### config.mk
export PLATFORM = sky130hd
export DESIGN_NAME = sim_queue_interface
export DESIGN_NICKNAME = d
export VERILOG_FILES = /design/src/rtl/sim_queue_pkg.sv /design/src/rtl/sim_queue_fifo.sv /design/src/rtl/sim_queue_interface.sv
export SDC_FILE = /design/constraint.sdc
export NUM_CORES = 1
export LEC_CHECK = 0
export BUFFER_PORTS_ARGS = -buffer_cell sky130_fd_sc_hd__buf_2
export CORE_UTILIZATION = 55
export CTS_CLUSTER_SIZE = 14
export DETAILED_ROUTE_END_ITERATION = 8
export PLACE_DENSITY = 0.76
export SETUP_SLACK_MARGIN = 0.1
export SYNTH_ARGS = -nofsm -noshare
export SYNTH_HDL_FRONTEND = slang
export SYNTH_HIERARCHICAL = 1
export SYNTH_SLANG_ARGS = --single-unit
export TNS_END_PERCENT = 20
### constraint.sdc
create_clock -name clk -period 8.5 [get_ports clk]
set_input_delay 1.7 -clock clk [delete_from_list [all_inputs] [get_ports clk]]
set_output_delay 1.7 -clock clk [all_outputs]
set_load 0.01 [all_outputs]
### src/rtl/sim_queue_pkg.sv
// Shared definitions for the simulation host queue interface: issue FSM
// state encoding and default widths.
package sim_queue_pkg;

    localparam int DEF_DATA_WIDTH     = 32;
    localparam int DEF_COUNT_WIDTH    = 28;
    localparam int DEF_IN_DEPTH_LOG2  = 2;
    localparam int DEF_OUT_DEPTH_LOG2 = 2;

    typedef enum logic [1:0] {
        IDLE   = 2'd0,
        STROBE = 2'd1,
        HOLD   = 2'd2
    } issue_state_t;

endpackage

### src/rtl/sim_queue_fifo.sv
// Synchronous first-word-fall-through FIFO with full/empty flags and a flush.
// A push while full is accepted only when a pop frees the slot the same cycle.
module sim_queue_fifo #(
    parameter int WIDTH      = 8,
    parameter int DEPTH_LOG2 = 2
) (
    input  logic             clk,
    input  logic             rst,
    input  logic             flush,
    input  logic             push,
    input  logic             pop,
    input  logic [WIDTH-1:0] wdata,
    output logic [WIDTH-1:0] rdata,
    output logic             full,
    output logic             empty
);

    localparam int DEPTH = 1 << DEPTH_LOG2;
    localparam logic [DEPTH_LOG2:0]   FULL_COUNT = (DEPTH_LOG2 + 1)'(DEPTH);
    localparam logic [DEPTH_LOG2:0]   COUNT_ONE  = (DEPTH_LOG2 + 1)'(1);
    localparam logic [DEPTH_LOG2-1:0] PTR_ONE    = DEPTH_LOG2'(1);

    logic [WIDTH-1:0]      mem [DEPTH];
    logic [DEPTH_LOG2-1:0] wr_ptr;
    logic [DEPTH_LOG2-1:0] rd_ptr;
    logic [DEPTH_LOG2:0]   count;
    logic [DEPTH_LOG2:0]   next_count;
    logic                  do_push;
    logic                  do_pop;

    assign empty   = (count == '0);
    assign full    = (count == FULL_COUNT);
    assign do_pop  = pop & ~empty & ~flush;
    assign do_push = push & (~full | do_pop) & ~flush;
    assign rdata   = mem[rd_ptr];

    always_comb begin
        next_count = count;
        if (do_push && !do_pop)
            next_count = count + COUNT_ONE;
        else if (do_pop && !do_push)
            next_count = count - COUNT_ONE;
    end

    // NOTE: storage is not reset; only the pointers and count define what is valid.
    always_ff @(posedge clk) begin
        if (do_push)
            mem[wr_ptr] <= wdata;
    end

    always_ff @(posedge clk) begin
        if (rst || flush) begin
            wr_ptr <= '0;
            rd_ptr <= '0;
            count  <= '0;
        end else begin
            if (do_push) wr_ptr <= wr_ptr + PTR_ONE;
            if (do_pop)  rd_ptr <= rd_ptr + PTR_ONE;
            count <= next_count;
        end
    end

endmodule

### src/rtl/sim_queue_interface.sv
// Buffered simulation host interface for the wishbone master: inbound command
// FIFO with issue FSM, outbound response FIFO. Optional trace: SIM_QUEUE_TRACE_EN.
module sim_queue_interface
    import sim_queue_pkg::*;
#(
    parameter int DATA_WIDTH     = DEF_DATA_WIDTH,
    parameter int COUNT_WIDTH    = DEF_COUNT_WIDTH,
    parameter int IN_DEPTH_LOG2  = DEF_IN_DEPTH_LOG2,
    parameter int OUT_DEPTH_LOG2 = DEF_OUT_DEPTH_LOG2
) (
    input  logic                   clk,
    input  logic                   rst,
    input  logic                   i_sim_in_reset,
    input  logic                   i_sim_in_valid,
    output logic                   o_sim_in_ready,
    input  logic [DATA_WIDTH-1:0]  i_sim_in_command,
    input  logic [DATA_WIDTH-1:0]  i_sim_in_address,
    input  logic [DATA_WIDTH-1:0]  i_sim_in_data,
    input  logic [COUNT_WIDTH-1:0] i_sim_in_data_count,
    output logic                   o_sim_out_valid,
    input  logic                   i_sim_out_ready,
    output logic [DATA_WIDTH-1:0]  o_sim_out_status,
    output logic [DATA_WIDTH-1:0]  o_sim_out_address,
    output logic [DATA_WIDTH-1:0]  o_sim_out_data,
    output logic [COUNT_WIDTH-1:0] o_sim_out_data_count,
    output logic                   o_overflow,
    input  logic                   i_master_ready,
    output logic                   o_ih_reset,
    output logic                   o_ih_ready,
    output logic [DATA_WIDTH-1:0]  o_in_command,
    output logic [DATA_WIDTH-1:0]  o_in_address,
    output logic [DATA_WIDTH-1:0]  o_in_data,
    output logic [COUNT_WIDTH-1:0] o_in_data_count,
    output logic                   o_oh_ready,
    input  logic                   i_oh_en,
    input  logic [DATA_WIDTH-1:0]  i_out_status,
    input  logic [DATA_WIDTH-1:0]  i_out_address,
    input  logic [DATA_WIDTH-1:0]  i_out_data,
    input  logic [COUNT_WIDTH-1:0] i_out_data_count
);

    localparam int WORD_WIDTH = 3 * DATA_WIDTH + COUNT_WIDTH;

    issue_state_t          state;
    logic [WORD_WIDTH-1:0] in_head;
    logic [WORD_WIDTH-1:0] out_head;
    logic                  in_full;
    logic                  in_empty;
    logic                  out_full;
    logic                  out_empty;
    logic                  in_pop;

    assign in_pop = (state == IDLE) & ~in_empty & i_master_ready & ~i_sim_in_reset;

    sim_queue_fifo #(
        .WIDTH      (WORD_WIDTH),
        .DEPTH_LOG2 (IN_DEPTH_LOG2)
    ) u_in_fifo (
        .clk   (clk),
        .rst   (rst),
        .flush (i_sim_in_reset),
        .push  (i_sim_in_valid),
        .pop   (in_pop),
        .wdata ({i_sim_in_command, i_sim_in_address, i_sim_in_data, i_sim_in_data_count}),
        .rdata (in_head),
        .full  (in_full),
        .empty (in_empty)
    );

    sim_queue_fifo #(
        .WIDTH      (WORD_WIDTH),
        .DEPTH_LOG2 (OUT_DEPTH_LOG2)
    ) u_out_fifo (
        .clk   (clk),
        .rst   (rst),
        .flush (i_sim_in_reset),
        .push  (i_oh_en),
        .pop   (i_sim_out_ready),
        .wdata ({i_out_status, i_out_address, i_out_data, i_out_data_count}),
        .rdata (out_head),
        .full  (out_full),
        .empty (out_empty)
    );

    assign o_sim_in_ready  = ~in_full;
    assign o_oh_ready      = ~out_full;
    assign o_sim_out_valid = ~out_empty;

    // Present zeros rather than stale storage when nothing is queued.
    assign {o_sim_out_status, o_sim_out_address, o_sim_out_data, o_sim_out_data_count} =
        out_empty ? '0 : out_head;

    always_ff @(posedge clk) begin
        if (rst) begin
            state        <= IDLE;
            o_ih_ready   <= 1'b0;
            o_ih_reset   <= 1'b0;
            o_in_command <= '0;
            o_in_address <= '0;
            o_in_data    <= '0;
            o_in_data_count <= '0;
        end else begin
            o_ih_reset <= i_sim_in_reset;
            o_ih_ready <= 1'b0;
            if (i_sim_in_reset) begin
                state <= IDLE;
            end else begin
                case (state)
                    IDLE: begin
                        if (in_pop) begin
                            {o_in_command, o_in_address, o_in_data, o_in_data_count} <= in_head;
                            state <= STROBE;
                        end
                    end
                    STROBE: begin
                        o_ih_ready <= 1'b1;
                        state      <= HOLD;
                    end
                    // The master keeps ready high until it has taken the command.
                    HOLD: begin
                        if (!i_master_ready)
                            state <= IDLE;
                    end
                    default: state <= IDLE;
                endcase
            end
        end
    end

    // A response is dropped only when the FIFO is full and no pop frees a slot.
    always_ff @(posedge clk) begin
        if (rst || i_sim_in_reset)
            o_overflow <= 1'b0;
        else if (i_oh_en && out_full && !i_sim_out_ready)
            o_overflow <= 1'b1;
    end

`ifdef SIM_QUEUE_TRACE_EN
    always @(posedge clk) begin
        if (!rst && !i_sim_in_reset) begin
            if (state == STROBE)
                $display("[%0t] sim_queue issue: command=%h address=%h data=%h",
                         $time, o_in_command, o_in_address, o_in_data);
            if (i_oh_en && (!out_full || i_sim_out_ready))
                $display("[%0t] sim_queue response: status=%h address=%h data=%h",
                         $time, i_out_status, i_out_address, i_out_data);
            else if (i_oh_en)
                $display("[%0t] sim_queue WARNING: response dropped, outbound queue full",
                         $time);
        end
    end
`endif

endmodule

==> impl_metrics.json <==
{
  "synth_cells": 2098,
  "whs_ps": 473.0,
  "antenna_found_initial": 39,
  "period_share": 0.5986,
  "drtIter0Drc": 1285,
  "cp-end-kind": "output port",
  "nNetsFinal": 2885,
  "seq_area_frac_synth": 0.7575,
  "syn_avg_cell_area_um2": 20.60,
  "post-route-min-period_ps": 5088,
  "vias": 20901,
  "rows": 102,
  "synth-compound-area-share": 0.002403,
  "ctsHoldBuffers": 0,
  "critical_path_class": "flop to output port",
  "dr.pass1.iters": 5,
  "ys_seq_elements": 1139,
  "worstPathMaxFanout": 76,
  "cap_violations": 0,
  "post_cts_resized": 0,
  "synth_xor_area_frac": 0.0008108,
  "htreeDepth": 3,
  "synthSimpleGateAreaFrac": 0.06072,
  "ant_nets": 0,
  "cts-buffers-inserted": 109,
  "final_common_cell": "edfxtp_1",
  "core_um2": 77590,
  "nFillCells": 5205,
  "muxShareOfSynthArea": 0.1596,
  "synth_top_family_by_area": "multiplexers",
  "die_area_um2": 79690,
  "clkLatencyLatePin_ps": 670,
  "pre_cts_slack_ps": 3674,
  "dp_hpwl_mm": 50.20,
  "io_pins": 509,
  "grt_remaining_overflow": 0,
  "multi_input_area_um2": 9869,
  "arrival_ps": 3390,
  "regArea_um2": 32750,
  "grt_pass1_vias": 21801,
  "fmax_mhz": 196.5,
  "p_leak_uw": 0.01692,
  "cts_setup_buffers": 0,
  "cts.sinks": 1139,
  "grt_max_degree": 136,
  "slew_violations": 0,
  "layout-drive-gt1-share": 0.3503,
  "cts_buffer_depth": 3,
  "die_h_um": 282.3,
  "synthDistinctLibCells": 36,
  "initial_utilization": 0.5569,
  "setup_tns_ps": 0,
  "route.detailed.drc": 0,
  "status": "finished clean",
  "rsz0062_at_grt": "no",
  "cp.required_ps": 6800,
  "max-vdd-ir-drop_uv": 177.5,
  "grt_pass1_wl_mm": 127.9,
  "routabilityCongestion": 0.7490,
  "wl_per_cell_um": 22.79,
  "setup_viol": 0,
  "cts-root-buf": "clkbuf_16",
  "startpoint_type": "flop",
  "portBuffers": 508,
  "synth_fa_ha_area_frac": 0.003822,
  "syn2layout_area_growth_pct": 16.43,
  "die-width_um": 282.3,
  "relSlewSlack": 0.1969,
  "synth_warnings": 6,
  "max_slew.worst_pin.slew_ps": 1205,
  "wl_mm": 85.79,
  "vias_per_cell": 5.551,
  "layout_common_cells": "edfxtp_1, buf_2, nand2b_1",
  "finalWorstSetupSlack_ps": 3412,
  "cts_tree": "yes",
  "syn_nets": 2365,
  "finalHoldViolations": 0,
  "netlist_area_um2": 43210,
  "hold_path_class": "flop to flop",
  "clkTransAtPathRegs_ps": 60,
  "reg2reg_slack_ps": 5140,
  "power.density_nw_per_um2": 227.0,
  "track_usage": 0.2138,
  "fin_skew_ps": 28.95
}
## report_power, final
group | total (µW) | internal, µW | switching (µW) | leakage, µW
registers | 6200 | 6170 | 28.9 | 0.0102
clock network | 4740 | 2740 | 2000 | 0.00174
logic | 484 | 209 | 275 | 0.00498
total | 11400 | 9110 | 2300 | 0.0169
## cells by family after synthesis
group | Yosys count
AO/OA/AOI/OAI | 17
XOR/XNOR | 4
adder cells (fa/ha/maj) | 12
buffers and inverters | 128
flip-flops | 1139
multiplexers | 379
AND/OR/NAND/NOR | 419
## layer usage
| metal | global-route usage | part of all wire | up-vias |
|---|---|---|---|
| li1 | - | - | 9319 |
| met1 | 0.2715 | 0.38 | 10735 |
| met2 | 0.3550 | 0.51 | 641 |
| met3 | 0.07029 | 0.087 | 164 |
| met4 | 0.05696 | 0.021 | 42 |
| met5 | 0 | 0.0032 | - |
## path summary, 6_finish.rpt
kind                                         from                             to  cells past startpoint
hold reg to reg     o_in_command[16]$_SDFFE_PP0P_  o_in_command[16]$_SDFFE_PP0P_                      2
setup / recovery                             flop           o_sim_out_address[8]                      4
hold / removal      o_in_command[16]$_SDFFE_PP0P_  o_in_command[16]$_SDFFE_PP0P_                      2
setup reg to reg  u_in_fifo/count[0]$_SDFFE_PP0P_  u_in_fifo/mem[0][9]$_DFFE_PP_                      5
## flip-flops by register name, indices dropped and copies added (netlist names), named ones only
signal / flops
o_overflow: 1
o_in_data: 32
o_ih_ready: 1
u_out_fifo/mem: 496
u_in_fifo/rd_ptr: 2
u_in_fifo/count: 3
o_in_address: 32
o_in_command: 32
u_out_fifo/wr_ptr: 2
state: 2
o_ih_reset: 1
u_out_fifo/rd_ptr: 2
u_in_fifo/mem: 496
o_in_data_count: 28
u_out_fifo/count: 3
u_in_fifo/wr_ptr: 2
## critical path, cell delays in order (launching register included)
cell and delay, ps:
dfxtp_4 1120, buf_4 740, mux4_2 420, nor2b_1 180
buf_2 210
## layout make-up
| class | count | share of cell area |
|---|---|---|
| Sequential cell | 1139 | 0.6509 |
| Multi-Input combinational cell | 831 | 0.1962 |
| Clock buffer | 143 | 0.05897 |
| Timing Repair Buffer | 526 | 0.05459 |
| Tap cell | 1040 | 0.02587 |
| Clock inverter | 59 | 0.01186 |
| Inverter | 11 | 0.0008207 |
| Antenna cell | 16 | 0.0007959 |
## Yosys cell counts, drive strengths merged
library cell	number	area (µm²)
a211oi	2	15.01
a21o	2	15.01
a21oi	6	30.03
a31o	2	17.52
a31oi	1	6.260
and2	2	17.52
and3	8	57.55
buf	59	394.1
clkbuf	58	217.7
dfxtp	147	2943
edfxtp	992	29790
fa	2	40.04
ha	10	125.1
inv	11	41.29
mux2	1	11.26
mux2i	130	1301
mux4	248	5585
nand2	2	7.510
nand2b	249	1558
nand3	2	10.01
nand3b	2	15.01
nor2	6	22.52
nor2b	128	800.8
nor3	4	20.02
nor3b	2	15.01
nor4	2	12.51
o21ai	4	20.02
or2	2	12.51
or3	6	37.54
or3b	2	17.52
or4b	2	20.02
xor2	4	35.03
## stage by stage
step | instance area (µm²) | utilization | std cells | total power [µW]
2_1_floorplan | 43210 | - | 2098 | 6572
3_3_place_gp | 46700 | 0.6019 | 3547 | 6780
3_5_place_dp | 46700 | 0.6019 | 3547 | 6805
4_1_cts | 50270 | 0.6478 | 3749 | 11530
5_1_grt | 50280 | 0.6480 | 3755 | 11790
6_report | 50310 | 0.6483 | 3765 | 11420
Note: power is estimated with default switching activity, not from simulation.
